**config.mk**
```make
export PLATFORM = sky130hd
export DESIGN_NAME = display_scheduler
export DESIGN_NICKNAME = d
export VERILOG_FILES = /design/src/rtl/display_sched_pkg.sv /design/src/rtl/key_debounce.sv /design/src/rtl/display_scheduler.sv
export SDC_FILE = /design/constraint.sdc
export NUM_CORES = 1
export LEC_CHECK = 0
export CAP_MARGIN = 20
export CORE_MARGIN = 4
export CORE_UTILIZATION = 48
export CTS_CLUSTER_SIZE = 28
export DETAILED_ROUTE_END_ITERATION = 8
export MAX_ROUTING_LAYER = met4
export PLACE_DENSITY = 0.73
export REMOVE_ABC_BUFFERS = 1
export SYNTH_ARGS = -nofsm -noshare
export SYNTH_HDL_FRONTEND = slang
export SYNTH_SLANG_ARGS = --single-unit
export TNS_END_PERCENT = 20
```
**constraint.sdc**
```tcl
create_clock -name clk -period 5.9 [get_ports clk]
set_clock_uncertainty 0.05 [all_clocks]
set_input_delay 0.59 -clock clk [delete_from_list [all_inputs] [get_ports clk]]
set_output_delay 0.59 -clock clk [all_outputs]
set_load 0.02 [all_outputs]
```
**src/rtl/display_sched_pkg.sv**
```systemverilog
// Shared types and encodings for the hex display scheduler.
// Used by display_scheduler and key_debounce.
package display_sched_pkg;

  typedef enum logic [1:0] {
    SHOW_A = 2'd0,
    SHOW_B = 2'd1,
    SHOW_C = 2'd2
  } state_e;

  localparam logic [1:0] SEL_A = 2'b01;
  localparam logic [1:0] SEL_B = 2'b10;
  localparam logic [1:0] SEL_C = 2'b00;

  localparam logic [1:0] IDX_A = 2'd0;
  localparam logic [1:0] IDX_B = 2'd1;
  localparam logic [1:0] IDX_C = 2'd2;

  function automatic state_e succ(input state_e s);
    case (s)
      SHOW_A:  return SHOW_B;
      SHOW_B:  return SHOW_C;
      default: return SHOW_A;
    endcase
  endfunction

  function automatic logic bus_en(input state_e s, input logic [2:0] mask);
    case (s)
      SHOW_A:  return mask[0];
      SHOW_B:  return mask[1];
      default: return mask[2];
    endcase
  endfunction

  function automatic logic [1:0] sel_of(input state_e s);
    case (s)
      SHOW_A:  return SEL_A;
      SHOW_B:  return SEL_B;
      default: return SEL_C;
    endcase
  endfunction

  function automatic logic [1:0] idx_of(input state_e s);
    case (s)
      SHOW_A:  return IDX_A;
      SHOW_B:  return IDX_B;
      default: return IDX_C;
    endcase
  endfunction

endpackage

```
**src/rtl/key_debounce.sv**
```systemverilog
// Pushbutton conditioning: 2-flop synchronizer, optional debounce, registered press pulse.
// Debounce stage is compiled in with DISPLAY_SCHEDULER_DEBOUNCE_EN.
module key_debounce
  import display_sched_pkg::*;
#(
  parameter int unsigned DEBOUNCE_CYCLES = 1_000_000
) (
  input  logic clk,
  input  logic rst_n,
  input  logic key_i,
  output logic press_o
);

  logic sync1_q;
  logic sync2_q;
  logic prev_q;
  logic press_q;
  logic level_c;

  always_ff @(posedge clk) begin
    if (!rst_n) begin
      sync1_q <= 1'b1;
      sync2_q <= 1'b1;
    end else begin
      sync1_q <= key_i;
      sync2_q <= sync1_q;
    end
  end

`ifdef DISPLAY_SCHEDULER_DEBOUNCE_EN
  localparam int unsigned DB_W = (DEBOUNCE_CYCLES > 1) ? $clog2(DEBOUNCE_CYCLES) : 1;
  localparam logic [DB_W-1:0] DB_LAST = DB_W'(DEBOUNCE_CYCLES - 1);

  logic [DB_W-1:0] db_cnt_q;
  logic [DB_W-1:0] db_cnt_d;
  logic            db_lvl_q;
  logic            db_lvl_d;

  // Count consecutive samples that differ from the held level; any match restarts.
  always_comb begin
    db_cnt_d = '0;
    db_lvl_d = db_lvl_q;
    if (sync2_q != db_lvl_q) begin
      if (db_cnt_q == DB_LAST) begin
        db_lvl_d = sync2_q;
      end else begin
        db_cnt_d = db_cnt_q + DB_W'(1);
      end
    end
  end

  always_ff @(posedge clk) begin
    if (!rst_n) begin
      db_cnt_q <= '0;
      db_lvl_q <= 1'b1;
    end else begin
      db_cnt_q <= db_cnt_d;
      db_lvl_q <= db_lvl_d;
    end
  end

  assign level_c = db_lvl_q;
`else
  assign level_c = sync2_q;
`endif

  always_ff @(posedge clk) begin
    if (!rst_n) begin
      prev_q  <= 1'b1;
      press_q <= 1'b0;
    end else begin
      prev_q  <= level_c;
      press_q <= !level_c && prev_q;
    end
  end

  assign press_o = press_q;

endmodule

```
**src/rtl/display_scheduler.sv**
```systemverilog
// Rotates the hex display mux select over buses A/B/C by dwell timer or key press.
// Optional key debounce via DISPLAY_SCHEDULER_DEBOUNCE_EN.
module display_scheduler
  import display_sched_pkg::*;
#(
  parameter int unsigned DWELL_CYCLES    = 50_000_000,
  parameter int unsigned DEBOUNCE_CYCLES = 1_000_000
) (
  input  logic       clk,
  input  logic       rst_n,
  input  logic       auto_en,
  input  logic       key_next,
  input  logic [2:0] en_mask,
  output logic [1:0] sel,
  output logic [1:0] cur_idx,
  output logic       tick
);

  localparam int unsigned CNT_W = $clog2(DWELL_CYCLES);
  localparam logic [CNT_W-1:0] CNT_LAST = CNT_W'(DWELL_CYCLES - 1);

  state_e           state_q;
  state_e           state_d;
  logic [CNT_W-1:0] cnt_q;
  logic [CNT_W-1:0] cnt_d;
  logic [1:0]       sel_q;
  logic [1:0]       sel_d;
  logic [1:0]       idx_q;
  logic [1:0]       idx_d;
  logic             tick_q;
  logic             tick_d;
  logic             press;
  logic             any_en;
  logic             dwell_exp;
  logic             forced;
  logic             adv_req;

  key_debounce #(
    .DEBOUNCE_CYCLES(DEBOUNCE_CYCLES)
  ) u_key (
    .clk    (clk),
    .rst_n  (rst_n),
    .key_i  (key_next),
    .press_o(press)
  );

  // Next state: all advance sources merge into one request; skip masked buses.
  always_comb begin
    state_d   = state_q;
    cnt_d     = cnt_q;
    any_en    = |en_mask;
    dwell_exp = auto_en && (cnt_q == CNT_LAST);
    forced    = any_en && !bus_en(state_q, en_mask);
    adv_req   = any_en && (dwell_exp || press || forced);

    if (adv_req) begin
      if (bus_en(succ(state_q), en_mask)) begin
        state_d = succ(state_q);
      end else if (bus_en(succ(succ(state_q)), en_mask)) begin
        state_d = succ(succ(state_q));
      end
    end

    // Expiry clears even when fully masked so the counter never saturates.
    if (!auto_en || adv_req || dwell_exp) begin
      cnt_d = '0;
    end else begin
      cnt_d = cnt_q + CNT_W'(1);
    end

    sel_d  = sel_of(state_d);
    idx_d  = idx_of(state_d);
    tick_d = (state_d != state_q);
  end

  always_ff @(posedge clk) begin
    if (!rst_n) begin
      state_q <= SHOW_A;
      cnt_q   <= '0;
      sel_q   <= SEL_A;
      idx_q   <= IDX_A;
      tick_q  <= 1'b0;
    end else begin
      state_q <= state_d;
      cnt_q   <= cnt_d;
      sel_q   <= sel_d;
      idx_q   <= idx_d;
      tick_q  <= tick_d;
    end
  end

  assign sel     = sel_q;
  assign cur_idx = idx_q;
  assign tick    = tick_q;

endmodule
```
==> summary.txt <==
Run status
  • Outcome: finished clean

Synthesis
  • Fraction of the mapped netlist area in simple logic gates: 29.6%
  • Post-Synth Adder-Cell Area: 0.695%
  • Syn. warnings: 0
  • Seq/Total Area, Yosys: 40.0%
  • Post-synthesis compound-gate area fraction: 17.3%
  • Post-synthesis mux area share: 2.36%
  • Post-Synth XOR/XNOR Area: 5.84%
  • Yosys cell types: 48
  • Top post-synthesis cells by area: dfxtp_1, nor3_1, a211oi_1
  • Largest family of logic cells by synthesized area: simple AND/OR/NAND/NOR gates
  • Leading area contributor after synthesis: dfxtp_1
  • EDFF count, synth: 0
  • Mapped cell area: 0.00180 mm^2
  • Gate Count Post-Synth: 196
  • Synth Register Bits: 36
  • Mean post-synth cell area: 9.19 um^2
  • Dominant synthesized flop cell: dfxtp_1
  • Share of async-settable or async-resettable flops after synthesis: 0%
  • Area fraction of the dominant cell type after synthesis: 40.0%

Clock tree
  • Post-CTS Resized: 0
  • CTS max path bufs: 2
  • CTS Sinks: 36
  • H-tree depth: 2
  • Setup bufs post-CTS: 0
  • CTS Hold Buffers Added: 0
  • Worst-path clk slew: 0.07 ns
  • CTS tree: yes
  • Root buf cell: clkbuf_8
  • Total CTS buffers: 5
  • Skew-Pair Late Insertion Delay: 0.29 ns

Floorplanning
  • FP Rows: 21
  • Initial core utilization: 51.9%
  • Die W: 69.2 um
  • Die ar.: 0.00479 mm^2
  • Die Ht: 69.2 um
  • Core area: 0.00347 mm^2
  • Total I/O pin count: 12

Critical path
  • Max Fanout on Critical Path: 14
  • Critical path capture point type: flop
  • Worst-path cell chain: clkdlybuf4s50_1 > nor4bb_1 > nand4_1 > o21ai_1 > buf_4 > a211oi_1
  • CP Launch Type: input port
  • R2R depth: 6
  • Delay of the slowest critical-path stage: 0.81 ns
  • R2r endpoint: cnt_q[19]
  • CP Class: in2reg
  • Slowest library cell on the worst path: o21ai_1
  • Slack of the worst reg-to-reg path: 3.45 ns
  • CP Data Arrival Time: 2.94 ns
  • Required @ worst endpoint: 6.01 ns
  • Reg2reg start: cnt_q[0]

GRT
  • First-pass GRT wire length: 6.60 mm
  • Grt total ovfl: 0
  • Number of global-route vias before repair: 1424
  • Gr usage total: 16.9%
  • Initial antenna violation count: 0
  • Largest net degree at the start of global routing: 27

Pwr
  • Leakage power: 0.620 nW
  • Pwr per Cell Area: 272 mW/mm^2
  • Power consumption: 0.553 mW
  • Peak supply drop: 186 uV

STA
  • Slew Limit Fails: 0
  • Fmax: 353 MHz
  • Final period util: 48.0%
  • Fin Setup TNS: 0 ns
  • Setup violators final: 0
  • Final hold violation count: 0
  • Fin crit period: 2.83 ns
  • Worst relative slew slack: 35.4%
  • Worst-Margin Slew: 0.962 ns
  • RSZ-0062 raised after global routing: no

Cells and area
  • Nets@finish: 213
  • Share of layout cells above drive strength 1: 10.2%
  • Area Growth Syn to Fin: 13.0%
  • N_diodes: 0
  • Reg area: 721 um^2
  • Core Util, Final: 58.7%
  • Fillcell total: 313
  • Multi-input gate area: 0.00100 mm^2

Drt
  • DRT Wirelength: 3.89 mm
  • First-iteration detailed-routing DRC count: 123
  • Vias: 1537
  • DRT met1 WL: 1.79 mm
  • # DRC: 0
  • 1st-pass router iterations: 4
  • Met2 routed WL: 1.93 mm
  • Antenna Violating Nets Remaining: 0
  • DR WL met3: 134 um
  • Avg Vias per Cell: 6.10
  • Top routing layer in use: met4
  • Wirelength per Cell: 15.4 um

Hold path
  • HP Start: u_key.sync1_q
  • Worst hold path endpoint: u_key.level_c
  • Hold path depth: 1
  • Min-Delay Path Class: reg2reg

Place
  • Placer Congestion: 0.799
  • I/O Buffers: 11
  • Dpl hpwl: 2.70 mm

Flow run
  • Max_cap viols: 0
## worst max-delay path, delay by kind of cell
family	cells	cell delay, ns
AO/OA/AOI/OAI	2	0.89
buffers and inverters	2	0.83
AND/OR/NAND/NOR	2	0.63
## placed cells by master, fill, tap and decap left out, types with 5 or more instances in the layout
master | synthesis | routed
nor3_1 | 18 | 18
dfxtp_1 | 36 | 36
xnor2_1 | 5 | 5
a211oi_1 | 10 | 10
xor2_1 | 7 | 7
o21ai_0 | 5 | 5
nand3_1 | 12 | 12
clkdlybuf4s50_1 | 0 | 11
clkbuf_8 | 0 | 5
o31ai_1 | 7 | 7
nand4_1 | 6 | 6
or4_1 | 7 | 7
nand2_1 | 10 | 10
## cells in the mapped netlist (3+ instances only)
library cell,number
nand2b_1,4
nand4_1,6
or4_1,7
clkbuf_1,3
nor3_1,18
buf_2,6
a211oi_2,3
and2_1,3
nand2_1,10
nand3_1,12
o21a_1,3
xnor2_1,5
and4_1,4
a211oi_1,10
xor2_1,7
o21ai_0,5
nor2_1,4
inv_1,4
or3_1,4
dfxtp_1,36
o31ai_1,7
## logic make-up after synthesis
kind of cell | count (synthesis)
and+or+nand+nor | 88
AOI/OAI and AO/OA | 40
DFF | 36
buffers and inverters | 15
xor gates and xnor gates | 12
muxes | 4
adders and majority gates | 1
## sequential cells by signal, indices dropped and copies added, names as in the netlist
| register | flops |
|---|---|
| cnt_q | 26 |
| cur_idx | 2 |
| state_q | 2 |
| sel | 1 |
| tick | 1 |
| u_key.level_c | 1 |
| u_key.press_o | 1 |
| u_key.prev_q | 1 |
| u_key.sync1_q | 1 |
## layout make-up
cell class / count / area share, %
Clock buffer: 5 / 3.38
Tap cell: 46 / 2.83
Multi-Input combinational cell: 145 / 49.4
Clock inverter: 3 / 2.09
Timing Repair Buffer: 13 / 6.15
Sequential cell: 36 / 35.4
Inverter: 4 / 0.738
## metal layers
layer | global-route usage, % | vias up
met5 | - | -
met4 | 4.77 | 0
met3 | 3.91 | 4
met2 | 27.5 | 23
met1 | 21.0 | 740
li1 | - | 770
## worst max path at each step
stage	start	to	slack [ns]	cells past startpoint
after floorplan	auto_en	cnt_q[10]	3.51	4
after global placement	auto_en	cnt_q[23]	3.00	6
after detailed placement	auto_en	cnt_q[19]	2.77	6
after CTS	auto_en	cnt_q[19]	3.05	6
after global routing	auto_en	cnt_q[17]	2.84	6
final	auto_en	cnt_q[19]	3.07	6
## through the flow
stage                     cells  setup WS (ns)  hold slack [ns]  cell area [um^2]
after detailed placement    244           2.77            0.344              1920
after global placement      244           3.00            0.342              1920
after CTS                   252           3.05            0.361              2030
final                       252           3.07            0.360              2030
after floorplan             185           3.51            0.336              1740
after global routing        252           2.84            0.378              2030
## report_power, final
group | internal [mW] | leakage, nW | switching [mW]
Clock | 0.125 | 0.0541 | 0.0892
Combinational | 0.0356 | 0.274 | 0.0415
Sequential | 0.253 | 0.292 | 0.00948
Note: power is estimated with default switching activity, not from simulation.
